==> src/rtl/mul_16_seq_pkg.sv <==
// Shared definitions for the sequential shift-add multiplier: state encoding,
// default operand width and iteration count.
package mul_16_seq_pkg;

    typedef enum logic [1:0] {
        StIdle = 2'b00,
        StRun  = 2'b01,
        StDone = 2'b10
    } mul_state_t;

    localparam int unsigned MUL_WIDTH = 16;
    localparam int unsigned MUL_ITERS = MUL_WIDTH;

endpackage

==> src/rtl/add_16.sv <==
// Ripple-free behavioural adder with carry-in and carry-out; default 16 bits wide.
module add_16 #(
    parameter int unsigned WIDTH = 16
) (
    input  logic [WIDTH-1:0] a,
    input  logic [WIDTH-1:0] b,
    input  logic             c_in,
    output logic [WIDTH-1:0] sum,
    output logic             c_out
);

    logic [WIDTH:0] w_full;

    always_comb begin
        w_full = {1'b0, a} + {1'b0, b} + {{WIDTH{1'b0}}, c_in};
        sum    = w_full[WIDTH-1:0];
        c_out  = w_full[WIDTH];
    end

endmodule

==> src/rtl/mul_16_seq.sv <==
// Sequential unsigned multiplier: one shift-add step per clock, WIDTH steps per
// product, with registered busy/done flags and a product held until the next start.
module mul_16_seq
    import mul_16_seq_pkg::*;
#(
    parameter int unsigned WIDTH = MUL_WIDTH
) (
    input  logic               clk,
    input  logic               rst_n,
    input  logic               start,
    input  logic [WIDTH-1:0]   a,
    input  logic [WIDTH-1:0]   b,
    output logic               busy,
    output logic               done,
    output logic [2*WIDTH-1:0] product
);

    localparam int unsigned CntW = (WIDTH > 1) ? $clog2(WIDTH) : 1;
    localparam logic [CntW-1:0] LastCnt = CntW'(WIDTH - 1);

    mul_state_t         r_state;
    logic [WIDTH-1:0]   r_mcand;
    logic [2*WIDTH-1:0] r_acc;
    logic [CntW-1:0]    r_cnt;
    logic               r_busy;
    logic               r_done;

    logic [WIDTH-1:0]   w_addend;
    logic [WIDTH-1:0]   w_sum;
    logic               w_carry;

    // Multiplier LSB selects whether the multiplicand joins this step's partial sum.
    always_comb begin
        w_addend = r_acc[0] ? r_mcand : '0;
    end

    add_16 #(
        .WIDTH (WIDTH)
    ) u_add (
        .a     (r_acc[2*WIDTH-1:WIDTH]),
        .b     (w_addend),
        .c_in  (1'b0),
        .sum   (w_sum),
        .c_out (w_carry)
    );

    always_ff @(posedge clk or negedge rst_n) begin
        if (!rst_n) begin
            r_state <= StIdle;
            r_mcand <= '0;
            r_acc   <= '0;
            r_cnt   <= '0;
            r_busy  <= 1'b0;
            r_done  <= 1'b0;
        end else begin
            unique case (r_state)
                StIdle: begin
                    if (start) begin
                        r_mcand <= a;
                        r_acc   <= {{WIDTH{1'b0}}, b};
                        r_cnt   <= '0;
                        r_busy  <= 1'b1;
                        r_state <= StRun;
                    end
                end
                StRun: begin
                    // Carry lands in the MSB after the right shift, so no bit is lost.
                    r_acc <= {w_carry, w_sum, r_acc[WIDTH-1:1]};
                    if (r_cnt == LastCnt) begin
                        r_done  <= 1'b1;
                        r_state <= StDone;
                    end else begin
                        r_cnt <= r_cnt + 1'b1;
                    end
                end
                StDone: begin
                    r_busy  <= 1'b0;
                    r_done  <= 1'b0;
                    r_state <= StIdle;
                end
                default: begin
                    r_busy  <= 1'b0;
                    r_done  <= 1'b0;
                    r_state <= StIdle;
                end
            endcase
        end
    end

    assign busy    = r_busy;
    assign done    = r_done;
    assign product = r_acc;

endmodule

==> config.mk <==
export PLATFORM = sky130hd
export DESIGN_NAME = mul_16_seq
export DESIGN_NICKNAME = d
export VERILOG_FILES = /design/src/rtl/mul_16_seq_pkg.sv /design/src/rtl/add_16.sv /design/src/rtl/mul_16_seq.sv
export SDC_FILE = /design/constraint.sdc
export NUM_CORES = 1
export LEC_CHECK = 0
export CAP_MARGIN = 25
export CORE_MARGIN = 2
export CORE_UTILIZATION = 35
export DETAILED_ROUTE_END_ITERATION = 8
export DONT_BUFFER_PORTS = 1
export MAX_ROUTING_LAYER = met4
export PLACE_DENSITY = 0.48
export SETUP_SLACK_MARGIN = 0.4
export SLEW_MARGIN = 20
export SYNTH_ARGS = -nofsm -noshare
export SYNTH_HDL_FRONTEND = slang
export SYNTH_SLANG_ARGS = --single-unit
==> constraint.sdc <==
create_clock -name clk -period 4.2 [get_ports clk]
set_clock_uncertainty 0.1 [all_clocks]
set_input_delay 0.21 -clock clk [delete_from_list [all_inputs] [get_ports clk]]
set_output_delay 0.21 -clock clk [all_outputs]
set_load 0.01 [all_outputs]
==> metrics.txt, run 1 <==
antenna fix cells 0; slowest stage cell, crit path dfrtp_1; RePlAce Congestion 0.850; critical path class flip-flop to flip-flop; postcts setup bufs 0; Clock transition at path regs 110 ps; crit-path max cell delay 740 ps; Final period util 70.7%; CTS sink cnt 56; Worst Path Buf+Inv 1; drt wl/cell 15.5 um; worst r2r src product[0]$_DFFE_PN0P_; # placed instances 445; GRT Total Usage 16.6%; initial DRC count 71; io pins 69; first-pass GRT wire length 13000 um; Layout area overhead 16.6%; Max VDD drop 0.283 mV; Inserted Clock Buffers 5; Max-Cap Viols 0; Synth top cells by count nand2_1, dfrtp_1, o21ai_1; CP max FO 18; final slew viol count 0; Hold Path Depth 2; layout cells sized above 1 5.59%; die width 99.0 um; die area 9800 um^2; total core area 8720 um^2; Pleak 0.00174 uW; vias per cell 5.26; Die Height 99.0 um; PnR worst setup slack 1230 ps; worst-margin pin slew 849 ps; Unique masters post-synth 46; top_reg_cell synth dfrtp_1; number of global-route vias before repair 2589; Post-DRT Antenna Nets 0; Starting Density 36.2%; Site Rows 34; # DRC 0; IO buf count 0; critical path arrival 3100 ps; CTS root buf clkbuf_8; Pwr Density 650 nW/um^2; CP Data Required Time 4330 ps; CTS tree built; top post-synthesis cells by area dfrtp_1, nand2_1, ha_1; r2r setup slk 1230 ps; fin cells 484; Post-Synthesis Net Count 402; # setup viols final 0; fin nets 428; most frequent cell after synthesis nand2_1; ys async rst share 100%; reg-to-reg endpoint product[29]$_DFFE_PN0P_; GRT Residual Overflow 0; RSZ-0062 raised after global routing no; Hold Path Class input port to flip-flop; synthesized flop and latch total 56; endpoint class of the critical path flip-flop; total power 2400 uW; final-report hold violation count 0; Max Freq 337 MHz; Synth top area share 44.4%; largest net degree at the start of global routing 57; status finished, final reports clean; total length of routed wires 7490 um; initial antenna violation count 0; sequential element share of the synthesized area 44.4%; leading area contributor after synthesis dfrtp_1; pre-CTS WS 1220 ps; maximum root-to-sink buffer count 2; yosys warns 0; CTS resizes 0; HPWL after DPL 5120 um; H-tree lvl count 2; Worst-Skew Late Latency 320 ps; number of synthesized flops with an enable pin 0; Top Family by Delay on Critical Path compound AO/OA/AOI/OAI gates; hold path endpoint product[3]$_DFFE_PN0P_; drt pass-1 iters 4; Synth Instances 349; Critical Path Source product[0]$_DFFE_PN0P_; relative slew slack 43.4%; critical path, cell by cell and2_1 -> ha_1 -> inv_1 -> fa_1 -> nand2b_1 -> a21oi_1 -> o311a_1 -> o21ai_2 -> and3_1 -> o31ai_2; Hold Path Origin b[3]; Worst R2R Path Depth 10; Vias 2548; Worst setup SP type flip-flop; Final Critical Period 2970 ps; Post-Syn Area per Cell 9.05 um^2; Netlist Area Pre-Place 3160 um^2; setup_tns 0 ps
[report_power, final]
part / switching [uW] / internal (uW) / leakage [uW]
Clock: 199 / 123 / 0.0000463
Combinational: 556 / 439 / 0.000999
Sequential: 297 / 780 / 0.000697
Total: 1050 / 1340 / 0.00174
[placed cells by master, fill, tap and decap left out, types with 2 or more instances in the layout]
| cell | instances |
|---|---|
| nand4_1 | 2 |
| o22ai_1 | 2 |
| a211o_1 | 2 |
| o21ai_2 | 2 |
| a211oi_1 | 3 |
| and2_1 | 17 |
| o21ai_1 | 22 |
| nand2_1 | 84 |
| a21o_1 | 3 |
| o21bai_2 | 2 |
| mux2i_1 | 11 |
| o21a_1 | 3 |
| ha_1 | 17 |
| inv_1 | 11 |
| dfrtp_1 | 56 |
| or3_1 | 3 |
| nand2b_1 | 5 |
| a221o_1 | 2 |
| xor2_1 | 8 |
| a31oi_1 | 2 |
| o21ai_0 | 13 |
| a22oi_1 | 6 |
| nand3_1 | 3 |
| buf_4 | 3 |
| clkbuf_8 | 5 |
| dlygate4sd3_1 | 30 |
| o211ai_1 | 2 |
| xnor2_1 | 3 |
| nor2_1 | 7 |
| a21oi_1 | 19 |
| nor2b_1 | 8 |
[registers in the layout, indices dropped and copies added, names as in the netlist]
name,count
busy,1
done,1
product,32
r_cnt,4
r_mcand,16
r_state,2
[cells by family after synthesis]
logic type	share of synthesized area (%)
muxes	3.49
DFF	44.4
xor gates and xnor gates	3.05
buffers and inverters	3.29
AOI/OAI and AO/OA	18.8
and+or+nand+nor	19.6
adders and majority gates	7.37
[how the worst max path moves through the flow]
stage,endpoint,slack [ps],depth (start not counted)
finish,product[29]$_DFFE_PN0P_,1230,10
global route,product[27]$_DFFE_PN0P_,1000,10
CTS,product[29]$_DFFE_PN0P_,1200,10
detailed placement,product[27]$_DFFE_PN0P_,1220,10
global placement,product[27]$_DFFE_PN0P_,1290,10
floorplan,product[27]$_DFFE_PN0P_,1520,11
[through the flow]
stage,cell area (um^2),hold WS [ps],util [%]
after floorplan,3160,-186,-
after global placement,3260,-184,37.4
after detailed placement,3260,-184,37.4
after CTS,3680,2.23,42.2
after global routing,3680,42.7,42.2
final,3680,12.5,42.2
[area by class of cell]
type                       instances  area (um^2)
clock buffer                       5         68.8
clock inverter                     3         27.5
fill                             870         5040
inverter                          11         41.3
multi-input combinational        267         1660
sequential                        56         1400
tap                              108          135
timing repair buffer              34          350
[metal layers]
metal  wire length [um]  up-vias  share of wire, %  GRT usage, %
met4                 76        0               1.0          4.00
met5                  0        -                 0             -
met3                333        6               4.4          3.40
met1               3700     1237                49          21.8
li1                   -     1265                 -             -
met2               3380       40                45          26.5
[worst register-to-register path, stage by stage (launching register included)]
cell and delay [ps]:
dfrtp_1 740, and2_1 220, ha_1 200, inv_1 70, fa_1 370, nand2b_1 190
a21oi_1 200, o311a_1 290, o21ai_2 100, and3_1 190, o31ai_2 220
[what timing repair did]
item                       in CTS  in global routing
setup endpoints to repair       0                  0
hold buffers                   31                  0
hold endpoints to repair       85                  0
Power figures use the tool's default switching activity.
==> run 2, diff against run 1 <==
Settings changed: ABC_AREA set to 1.
Clock period 4.2 ns to 3 ns, I/O delays scaled along.
==> run 2 against run 1 <==
Net effect: routed wire length increased by 12%; synthesized cell count increased by 36%; largest power group is now combinational cells; sequential power increased by 42%; first-iteration DRC count increased by 110%; maximum frequency increased by 30%; final cell count increased by 30%; critical path depth increased by 4; sequential cell count unchanged; area after synthesis increased by 5.9%; clock-buffer cell count unchanged; highest routed layer unchanged; combinational power increased by 97%; critical endpoint is now product[27]$_DFFE_PN0P_.
==> metrics.txt, run 2 <==
RSZ-0062 raised after global routing no; leading area contributor after synthesis dfrtp_1; IO buf count 0; r2r setup slk 710 ps; antenna fix cells 0; Pleak 0.00217 uW; relative slew slack 64.3%; synthesized flop and latch total 56; most common cell after layout, fill and taps aside nand2_1; largest net degree at the start of global routing 57; slowest stage cell, crit path dfrtp_1; first-pass GRT wire length 14200 um; post-synthesis mux area share 0%; Netlist Area Pre-Place 3340 um^2; worst hold slack 1.45 ps; Hold Path Class input port to flip-flop; Post-DRT Antenna Nets 0; total length of routed wires 8420 um; Starting Density 36.2%; WL met1 4070 um; Post-Synth XOR/XNOR Area 0.786%; Max Used Layer met4; Post-Syn Area per Cell 7.07 um^2; Worst-Skew Late Latency 300 ps; # setup viols final 0; Clock transition at path regs 100 ps; postcts setup bufs 0; yosys warns 0; fin cells 631; Synth top area share 41.9%; Worst R2R Path Depth 14; layout cells sized above 1 4.18%; Max Freq 437 MHz; CTS resizes 0; commonest cells after routing, fill and taps aside nand2_1, inv_1, dfrtp_1; drt pass-1 iters 4; WL met2 3970 um; sequential element share of the synthesized area 41.9%; final-report hold violation count 0; Unique masters post-synth 28; crit-path most repeated cell nand3_1; GRT Residual Overflow 0; Worst setup SP type flip-flop; wire length on met3 300 um; vias per cell 4.64; max reg flops 32; CP Data Required Time 3100 ps; # DRC 0; reg-to-reg endpoint product[27]$_DFFE_PN0P_; GRT Total Usage 17.9%; top post-synthesis cells by area dfrtp_1, nand2_1, inv_1; H-tree lvl count 2; number of global-route vias before repair 2913; io pins 69; Synth top cells by count nand2_1, inv_1, dfrtp_1; Post-Synth Simple-Gate Area 32.7%; top_reg_cell synth dfrtp_1; CTS root buf clkbuf_8; Synth Area in Adders 6.96%; CP max FO 16; Inserted Clock Buffers 5; # placed instances 591; Synth Instances 473; ys async rst share 100%; die area 10400 um^2; setup_tns 0 ps; initial DRC count 150; RePlAce Congestion 0.844; Critical Path Source product[0]$_DFFE_PN0P_; pre-CTS WS 737 ps; Site Rows 35; final slew viol count 0; total core area 9240 um^2; Pwr Density 1040 nW/um^2; Vias 2930; CTS tree built; CTS sink cnt 56; Placed Area 3450 um^2; PnR worst setup slack 711 ps; Critical Path Sink product[27]$_DFFE_PN0P_; initial antenna violation count 0; Max VDD drop 0.392 mV; endpoint class of the critical path flip-flop; crit-path max cell delay 430 ps; most frequent cell after synthesis nand2_1; fin nets 555; Final Critical Period 2290 ps; Max-Cap Viols 0; number of synthesized flops with an enable pin 0; Post-Layout Inst Area 3920 um^2; drt wl/cell 13.3 um; Final period util 76.3%; Layout area overhead 17.3%; HPWL after DPL 5880 um; status finished, final reports clean; Die Height 102 um; worst-margin pin slew 534 ps; critical path class flip-flop to flip-flop; compound-gate portion of the synthesized area 8.23%; die width 102 um; largest family of logic cells by synthesized area simple AND/OR/NAND/NOR gates; maximum root-to-sink buffer count 2; critical path, cell by cell buf_4 -> nand2_1 -> inv_1 -> ha_1 -> inv_1 -> fa_1 -> inv_1 -> nand3_1 -> nand3_1 -> nand3_1 -> nand3_1 -> nand2_1 -> nand3_1 -> nand2_1; critical path arrival 2390 ps; worst r2r src product[0]$_DFFE_PN0P_; Post-Synthesis Net Count 526
run 2: changes by cell type after synthesis, moves of 9 or more:
cell and change:
mux2i_1 -11, and2_1 -16, nor2_1 +26, nand2_1 +113, nor2b_1 -9, o21ai_0 +12, nand3_1 +22, inv_1 +47
o21ai_1 -22
run 2: critical path: cells and delay by family, from the launching register on:
kind,cells,cell delay [ps]
flops,1,430
simple gates,8,670
fa+ha+maj,2,550
buf+inv,4,440
run 2: timing repair:
item / in CTS / in global routing
hold buffers: 33 / 0
hold endpoints to repair: 87 / 0
setup endpoints to repair: 0 / 0
run 2: metal layers:
layer  GRT usage (%)  vias up
li1                -     1518
met1            23.6     1353
met2            28.6       53
met3            3.38        6
met4            3.85        0
met5               -        -
run 2: layout make-up:
class                           instances  area (um^2)
Tap cell                              129          161
Inverter                               63          241
Clock buffer                            5         68.8
Clock inverter                          2         60.1
Sequential cell                        56         1400
Multi-Input combinational cell        341         1630
Fill cell                             969         5320
Timing Repair Buffer                   35          363
run 2: cells by family after synthesis:
kind of cell             count (synthesis)
adder cells (fa/ha/maj)                 18
AND/OR/NAND/NOR                        267
AO/OA/AOI/OAI                           53
flip-flops                              56
XOR/XNOR                                 3
buffers and inverters                   76
run 2: worst min path at each step:
| stage | start | endpoint | slack, ps | cells after the start |
|---|---|---|---|---|
| 3_3_place_gp | rst_n | product[18]$_DFFE_PN0P_ | -240 | 0 |
| 5_1_grt | b[2] | product[2]$_DFFE_PN0P_ | 5 | 2 |
| 2_1_floorplan | rst_n | busy$_DFFE_PN0P_ | -250 | 0 |
| 6_report | b[2] | product[2]$_DFFE_PN0P_ | 1 | 2 |
| 3_5_place_dp | rst_n | product[20]$_DFFE_PN0P_ | -240 | 0 |
| 4_1_cts | b[2] | product[2]$_DFFE_PN0P_ | 0.2 | 2 |
run 2: power by group:
part	total, uW	internal (uW)	switching, uW
registers	1530	1120	411
logic	1960	723	1240
clock network	584	329	255
run 2: stage by stage:
| stage | util [%] | power [uW] |
|---|---|---|
| 3_3_place_gp | 37.3 | 3440 |
| 4_1_cts | 42.5 | 4130 |
| 3_5_place_dp | 37.3 | 3470 |
| 6_report | 42.5 | 4080 |
| 2_1_floorplan | - | 3000 |
| 5_1_grt | 42.5 | 4530 |
